===== src/rtl/pc_redirect_module_if.sv =====
// rtl/pc_redirect_module_if.sv - fetch-stage redirect/PC bus between pipeline control and the PC unit
interface pc_redirect_module_if;
    logic        PC_SEL;
    logic [31:0] BRANCH_TARGET;
    logic        HAZARD_STALL;
    logic        IMEM_BUSYWAIT;
    logic [31:0] PC;
    logic [31:0] PC_PLUS4;
    logic        IMEM_READ;
    logic        FLUSH;
    logic        MISALIGN;
    logic [15:0] REDIRECT_COUNT;

    modport master (
        output PC_SEL, BRANCH_TARGET, HAZARD_STALL, IMEM_BUSYWAIT,
        input  PC, PC_PLUS4, IMEM_READ, FLUSH, MISALIGN, REDIRECT_COUNT
    );

    modport slave (
        input  PC_SEL, BRANCH_TARGET, HAZARD_STALL, IMEM_BUSYWAIT,
        output PC, PC_PLUS4, IMEM_READ, FLUSH, MISALIGN, REDIRECT_COUNT
    );
endinterface


===== src/rtl/pc_redirect_module.sv =====
// rtl/pc_redirect_module.sv - program counter with branch redirect, pending target under busywait and flush timing
module pc_redirect_module #(
    parameter logic [31:0] RESET_VECTOR = 32'h0000_0000,
    parameter int          FLUSH_LEN    = 2
) (
    input  logic              CLK,
    input  logic              RESET,
    pc_redirect_module_if.slave bus
);

    typedef enum logic [1:0] {RUN, PENDING, FLUSHING} state_t;

    localparam logic [2:0] FLUSH_CNT = 3'(FLUSH_LEN);

    state_t      state, state_nx;
    logic [31:0] pc_q, pc_nx;
    logic [31:0] pending_q, pending_nx;
    logic [2:0]  cnt_q, cnt_nx;
    logic [15:0] count_q, count_nx;
    logic        misalign_q, misalign_nx;
    logic        apply;
    logic [31:0] apply_target;

    always_ff @(posedge CLK) begin
        if (RESET) begin
            state      <= RUN;
            pc_q       <= RESET_VECTOR;
            pending_q  <= 32'h0;
            cnt_q      <= 3'd0;
            count_q    <= 16'h0;
            misalign_q <= 1'b0;
        end else begin
            state      <= state_nx;
            pc_q       <= pc_nx;
            pending_q  <= pending_nx;
            cnt_q      <= cnt_nx;
            count_q    <= count_nx;
            misalign_q <= misalign_nx;
        end
    end

    always_comb begin
        state_nx     = state;
        pc_nx        = pc_q;
        pending_nx   = pending_q;
        cnt_nx       = (cnt_q != 3'd0) ? cnt_q - 3'd1 : 3'd0;
        count_nx     = count_q;
        misalign_nx  = 1'b0;
        // A fresh PC_SEL supersedes any pending target (last one wins)
        apply_target = bus.PC_SEL ? bus.BRANCH_TARGET : pending_q;
        apply        = !bus.IMEM_BUSYWAIT && (bus.PC_SEL || state == PENDING);

        if (apply) begin
            pc_nx       = {apply_target[31:2], 2'b00};
            state_nx    = FLUSHING;
            cnt_nx      = FLUSH_CNT;
            misalign_nx = |apply_target[1:0];
            if (count_q != 16'hFFFF)
                count_nx = count_q + 16'd1;
        end else if (bus.PC_SEL) begin
            pending_nx = bus.BRANCH_TARGET;
            state_nx   = PENDING;
        end else if (state != PENDING) begin
            if (!bus.HAZARD_STALL && !bus.IMEM_BUSYWAIT)
                pc_nx = pc_q + 32'd4;
            if (cnt_nx == 3'd0)
                state_nx = RUN;
        end
    end

    assign bus.PC             = pc_q;
    assign bus.PC_PLUS4       = pc_q + 32'd4;
    assign bus.IMEM_READ      = !RESET;
    assign bus.FLUSH          = (cnt_q != 3'd0);
    assign bus.MISALIGN       = misalign_q;
    assign bus.REDIRECT_COUNT = count_q;

endmodule


===== src/flat_wrapper.sv =====
// flat-port wrapper written by rule: the top's interface ports become plain ports
module pc_redirect_module_flat 
#(
    parameter logic [31:0] RESET_VECTOR = 32'h0000_0000,
    parameter int          FLUSH_LEN    = 2
)
  (CLK, RESET, bus_PC_SEL, bus_BRANCH_TARGET, bus_HAZARD_STALL, bus_IMEM_BUSYWAIT, bus_PC, bus_PC_PLUS4, bus_IMEM_READ, bus_FLUSH, bus_MISALIGN, bus_REDIRECT_COUNT);
  pc_redirect_module_if bus_i ();
  input  logic CLK;
  input  logic RESET;
  input wire logic [$bits(bus_i.PC_SEL)-1:0] bus_PC_SEL;
  input wire logic [$bits(bus_i.BRANCH_TARGET)-1:0] bus_BRANCH_TARGET;
  input wire logic [$bits(bus_i.HAZARD_STALL)-1:0] bus_HAZARD_STALL;
  input wire logic [$bits(bus_i.IMEM_BUSYWAIT)-1:0] bus_IMEM_BUSYWAIT;
  output wire logic [$bits(bus_i.PC)-1:0] bus_PC;
  output wire logic [$bits(bus_i.PC_PLUS4)-1:0] bus_PC_PLUS4;
  output wire logic [$bits(bus_i.IMEM_READ)-1:0] bus_IMEM_READ;
  output wire logic [$bits(bus_i.FLUSH)-1:0] bus_FLUSH;
  output wire logic [$bits(bus_i.MISALIGN)-1:0] bus_MISALIGN;
  output wire logic [$bits(bus_i.REDIRECT_COUNT)-1:0] bus_REDIRECT_COUNT;
  assign bus_i.PC_SEL = bus_PC_SEL;
  assign bus_i.BRANCH_TARGET = bus_BRANCH_TARGET;
  assign bus_i.HAZARD_STALL = bus_HAZARD_STALL;
  assign bus_i.IMEM_BUSYWAIT = bus_IMEM_BUSYWAIT;
  assign bus_PC = bus_i.PC;
  assign bus_PC_PLUS4 = bus_i.PC_PLUS4;
  assign bus_IMEM_READ = bus_i.IMEM_READ;
  assign bus_FLUSH = bus_i.FLUSH;
  assign bus_MISALIGN = bus_i.MISALIGN;
  assign bus_REDIRECT_COUNT = bus_i.REDIRECT_COUNT;
  pc_redirect_module #(.RESET_VECTOR(RESET_VECTOR), .FLUSH_LEN(FLUSH_LEN)) u_core (.CLK(CLK), .RESET(RESET), .bus(bus_i));
endmodule

===== config.mk =====
export PLATFORM = sky130hd
export DESIGN_NAME = pc_redirect_module_flat
export DESIGN_NICKNAME = d
export VERILOG_FILES = /design/src/rtl/pc_redirect_module_if.sv /design/src/rtl/pc_redirect_module.sv /design/src/flat_wrapper.sv
export SDC_FILE = /design/constraint.sdc
export NUM_CORES = 1
export LEC_CHECK = 0
export ABC_AREA = 1
export ABC_CLOCK_PERIOD_IN_PS = 1850
export CORE_MARGIN = 2
export CORE_UTILIZATION = 45
export DETAILED_ROUTE_END_ITERATION = 12
export PLACE_DENSITY = 0.77
export RECOVER_POWER = 50
export SYNTH_ARGS = -nofsm -noshare
export SYNTH_HDL_FRONTEND = slang
export SYNTH_SLANG_ARGS = --single-unit

===== constraint.sdc =====
create_clock -name CLK -period 1.85 [get_ports CLK]
set_clock_uncertainty 0.2 [all_clocks]
set_input_delay 0.4625 -clock CLK [delete_from_list [all_inputs] [get_ports CLK]]
set_output_delay 0.4625 -clock CLK [all_outputs]
set_load 0.01 [all_outputs]

==> impl_metrics.py <==
metrics = {
    "layout": {
        "final_cells": 1128,
        "area_growth_pct": 60.9,
        "layout-drive-gt1-share_pct": 32.9,
        "diodes": 0,
        "fill_cells": 773,
        "final_nets": 1027,
    },
    "floorplanning": {
        "die-height_um": 107,
        "die_x_um": 107,
        "core_um2": 10300,
        "dieArea_um2": 11400,
        "rows": 37,
        "start_util_pct": 46.3,
        "ios": 120,
    },
    "timing": {
        "setup_tns_ns": -15.31,
        "relSlewSlack_pct": 60.5,
        "post-route-period-util_pct": 133,
        "hold_slack_ns": 0.251,
        "maxSlewViolCount": 0,
        "rsz0062_at_grt": "true",
        "tightest_slew_ns": 0.592,
        "max_freq_mhz": 405,
        "finalHoldViolCount": 0,
        "layout_setup_ws_ns": -0.617,
        "finalSetupViolCount": 38,
        "post-route-min-period_ns": 2.47,
    },
    "routing": {
        "drc": 0,
        "drt_wl_total_um": 17700,
        "dr.pass1.iters": 5,
        "drt_iter0_markers": 501,
        "wl_per_cell_um": 15.7,
        "vias": 5914,
        "viasPerCell": 5.24,
        "ant_nets": 0,
    },
    "clock_tree": {
        "clkLatencyLatePin_ns": 0.36,
        "numCtsBuffers": 9,
        "hold_buffers": 0,
        "root_buffer": "clkbuf_8",
        "clk_path_buf_depth": 2,
        "path_clk_slew_ns": 0.09,
        "tritoncts": "yes",
        "cts_sinks": 84,
        "cts_max_level": 3,
    },
    "yosys": {
        "yosys_warnings": 0,
        "yosys.area.top_type": "dfxtp_1",
        "ys_types": 33,
        "ys_seq_area_share_pct": 35.3,
        "synth.avg_cell_area_um2": 6.43,
        "yosys.area.top_type_share_pct": 35.3,
        "synth_cells": 740,
        "synth_area_um2": 4760,
        "yosys_register_bits": 84,
        "yosys-top-cells-area": "dfxtp_1 (35%), nand2_1 (17%), inv_1 (8.5%)",
    },
    "setup_path": {
        "slowest_delay_ns": 0.39,
        "startpoint_type": "flop",
        "cpMaxStageDelayCell": "dfxtp_4",
        "cp_cell_sequence": "nand2_2, nor2_4, nand2_4, buf_6, nor2_4, nand3_1, nand2_2, buf_6",
        "path_max_fanout": 4,
        "end_kind": "primary output",
        "rr_worst_depth": 13,
        "crit_required_ns": 1.19,
        "path_class": "reg2out",
        "crit_arrival_ns": 1.80,
    },
    "pwr": {
        "power_density_nw_per_um2": 578,
        "max-vdd-ir-drop_v": 0.000479,
        "total_power_mw": 4.42,
        "power_leakage_nw": 3.41,
    },
    "status": {
        "violations": "setup timing",
        "status": "finished, violations left",
    },
    "global_route": {
        "grt_pass1_vias": 5775,
        "grt_pass1_wl_um": 26900,
        "grt_max_degree": 44,
        "antenna_found_initial": 0,
        "grt_use_total_pct": 29.5,
        "grt_overflow": 0,
    },
    "place": {
        "place_inst": 1069,
        "io_buffers": 115,
        "dp_hpwl_um": 11600,
        "place_congestion": 0.961,
    },
    "run": {
        "timing.max_cap.violations": 0,
    },
    "hold_path": {
        "hold_class": "reg2reg",
        "holdPathStages": 1,
    },
}
[worst max-delay path, delay by kind of cell (launching register included)]
family	cells	cell delay [ns]
AND/OR/NAND/NOR	6	0.80
buffers and inverters	2	0.25
flip-flops	1	0.39
[synthesized netlist by cell type (all sizes together)]
cell type  instances
a21oi             41
a31oi              4
and2               5
buf               19
clkbuf            14
clkinv             1
conb               1
dfxtp             84
ha                 2
inv              114
nand2            218
nand3             41
nand4              3
nor2              66
nor3               6
nor3b              1
o211ai             1
o21ai             66
o22ai             27
o32ai              1
o41ai              1
xnor2              5
xor2              19
[per-stage QoR]
step	setup WS (ns)	instance area, um2	utilization [%]
after floorplan	-0.0437	4830	-
after detailed placement	-0.609	6830	66.5
final	-0.617	7650	74.5
after global routing	-0.679	7650	74.5
after global placement	-0.592	6830	66.5
after CTS	-0.609	7390	71.9
[cell type report]
| cell class | count | area, um2 | share of cell area [%] |
|---|---|---|---|
| Clock buffer | 10 | 149 | 1.95 |
| Sequential cell | 84 | 1730 | 22.7 |
| Timing Repair Buffer | 267 | 2230 | 29.1 |
| Tap cell | 136 | 170 | 2.22 |
| Multi-Input combinational cell | 511 | 2850 | 37.3 |
| Clock inverter | 5 | 81.3 | 1.06 |
| Inverter | 115 | 439 | 5.74 |
[registers in the layout, summed over array words and instances, names as in the netlist]
signal                     flops
u_core.bus.REDIRECT_COUNT     16
u_core.bus.PC                 30
u_core.cnt_q                   3
u_core.state                   2
u_core.bus.MISALIGN            1
u_core.pending_q              32
[cell usage in the layout, fill, tap and decap left out, types with 13 or more instances in the layout]
| cell type | Yosys | layout |
|---|---|---|
| buf_4 | 6 | 128 |
| a21oi_1 | 41 | 35 |
| dlygate4sd2_1 | 0 | 42 |
| buf_6 | 2 | 32 |
| nor2_2 | 8 | 13 |
| o21ai_0 | 65 | 63 |
| dfxtp_2 | 0 | 21 |
| nor2_1 | 51 | 39 |
| inv_1 | 108 | 107 |
| nand2_1 | 211 | 189 |
| nand3_1 | 41 | 38 |
| buf_2 | 9 | 22 |
| nor2_4 | 7 | 14 |
| dfxtp_1 | 84 | 56 |
| nand2_2 | 7 | 25 |
| o22ai_1 | 27 | 27 |
| clkdlybuf4s50_1 | 0 | 35 |
[repair_timing]
item,4_1_cts,5_1_grt
setup endpoints to repair,79,57
pin swaps,38,31
resized for setup,261,65
buffers inserted,28,18
[per-layer routing]
layer / vias up / wire length, um / track usage [%] / share of wire (%)
li1: 2804 / - / - / -
met1: 2744 / 7060 / 37.5 / 40
met2: 304 / 8570 / 49.6 / 49
met3: 62 / 1340 / 4.86 / 7.6
met4: 0 / 686 / 12.2 / 3.9
met5: - / 0 / 0 / 0
[final timing paths]
path                                       start                end  slack, ns
worst max-delay path            u_core.bus.PC[4]   bus_PC_PLUS4[29]      -0.62
worst min-delay path             u_core.cnt_q[0]    u_core.cnt_q[0]       0.25
worst max register to register  u_core.bus.PC[4]  u_core.bus.PC[29]      -0.24
worst min register to register   u_core.cnt_q[0]    u_core.cnt_q[0]       0.25
[cell families after synthesis]
kind of cell	count (synthesis)	share of synthesized area, %
AOI/OAI and AO/OA	141	16.1
xor gates and xnor gates	24	4.73
adders and majority gates	2	0.526
buffers and inverters	148	12.8
DFF	84	35.3
other	1	0.0788
and+or+nand+nor	340	30.5
[power breakdown]
part	leakage (nW)	switching, mW	internal (mW)	total (mW)
logic	2.60	0.498	0.427	0.925
registers	0.700	0.0582	1.90	1.95
clock network	0.114	0.709	0.838	1.55
total	3.41	1.26	3.16	4.42
Power figures use the tool's default switching activity.
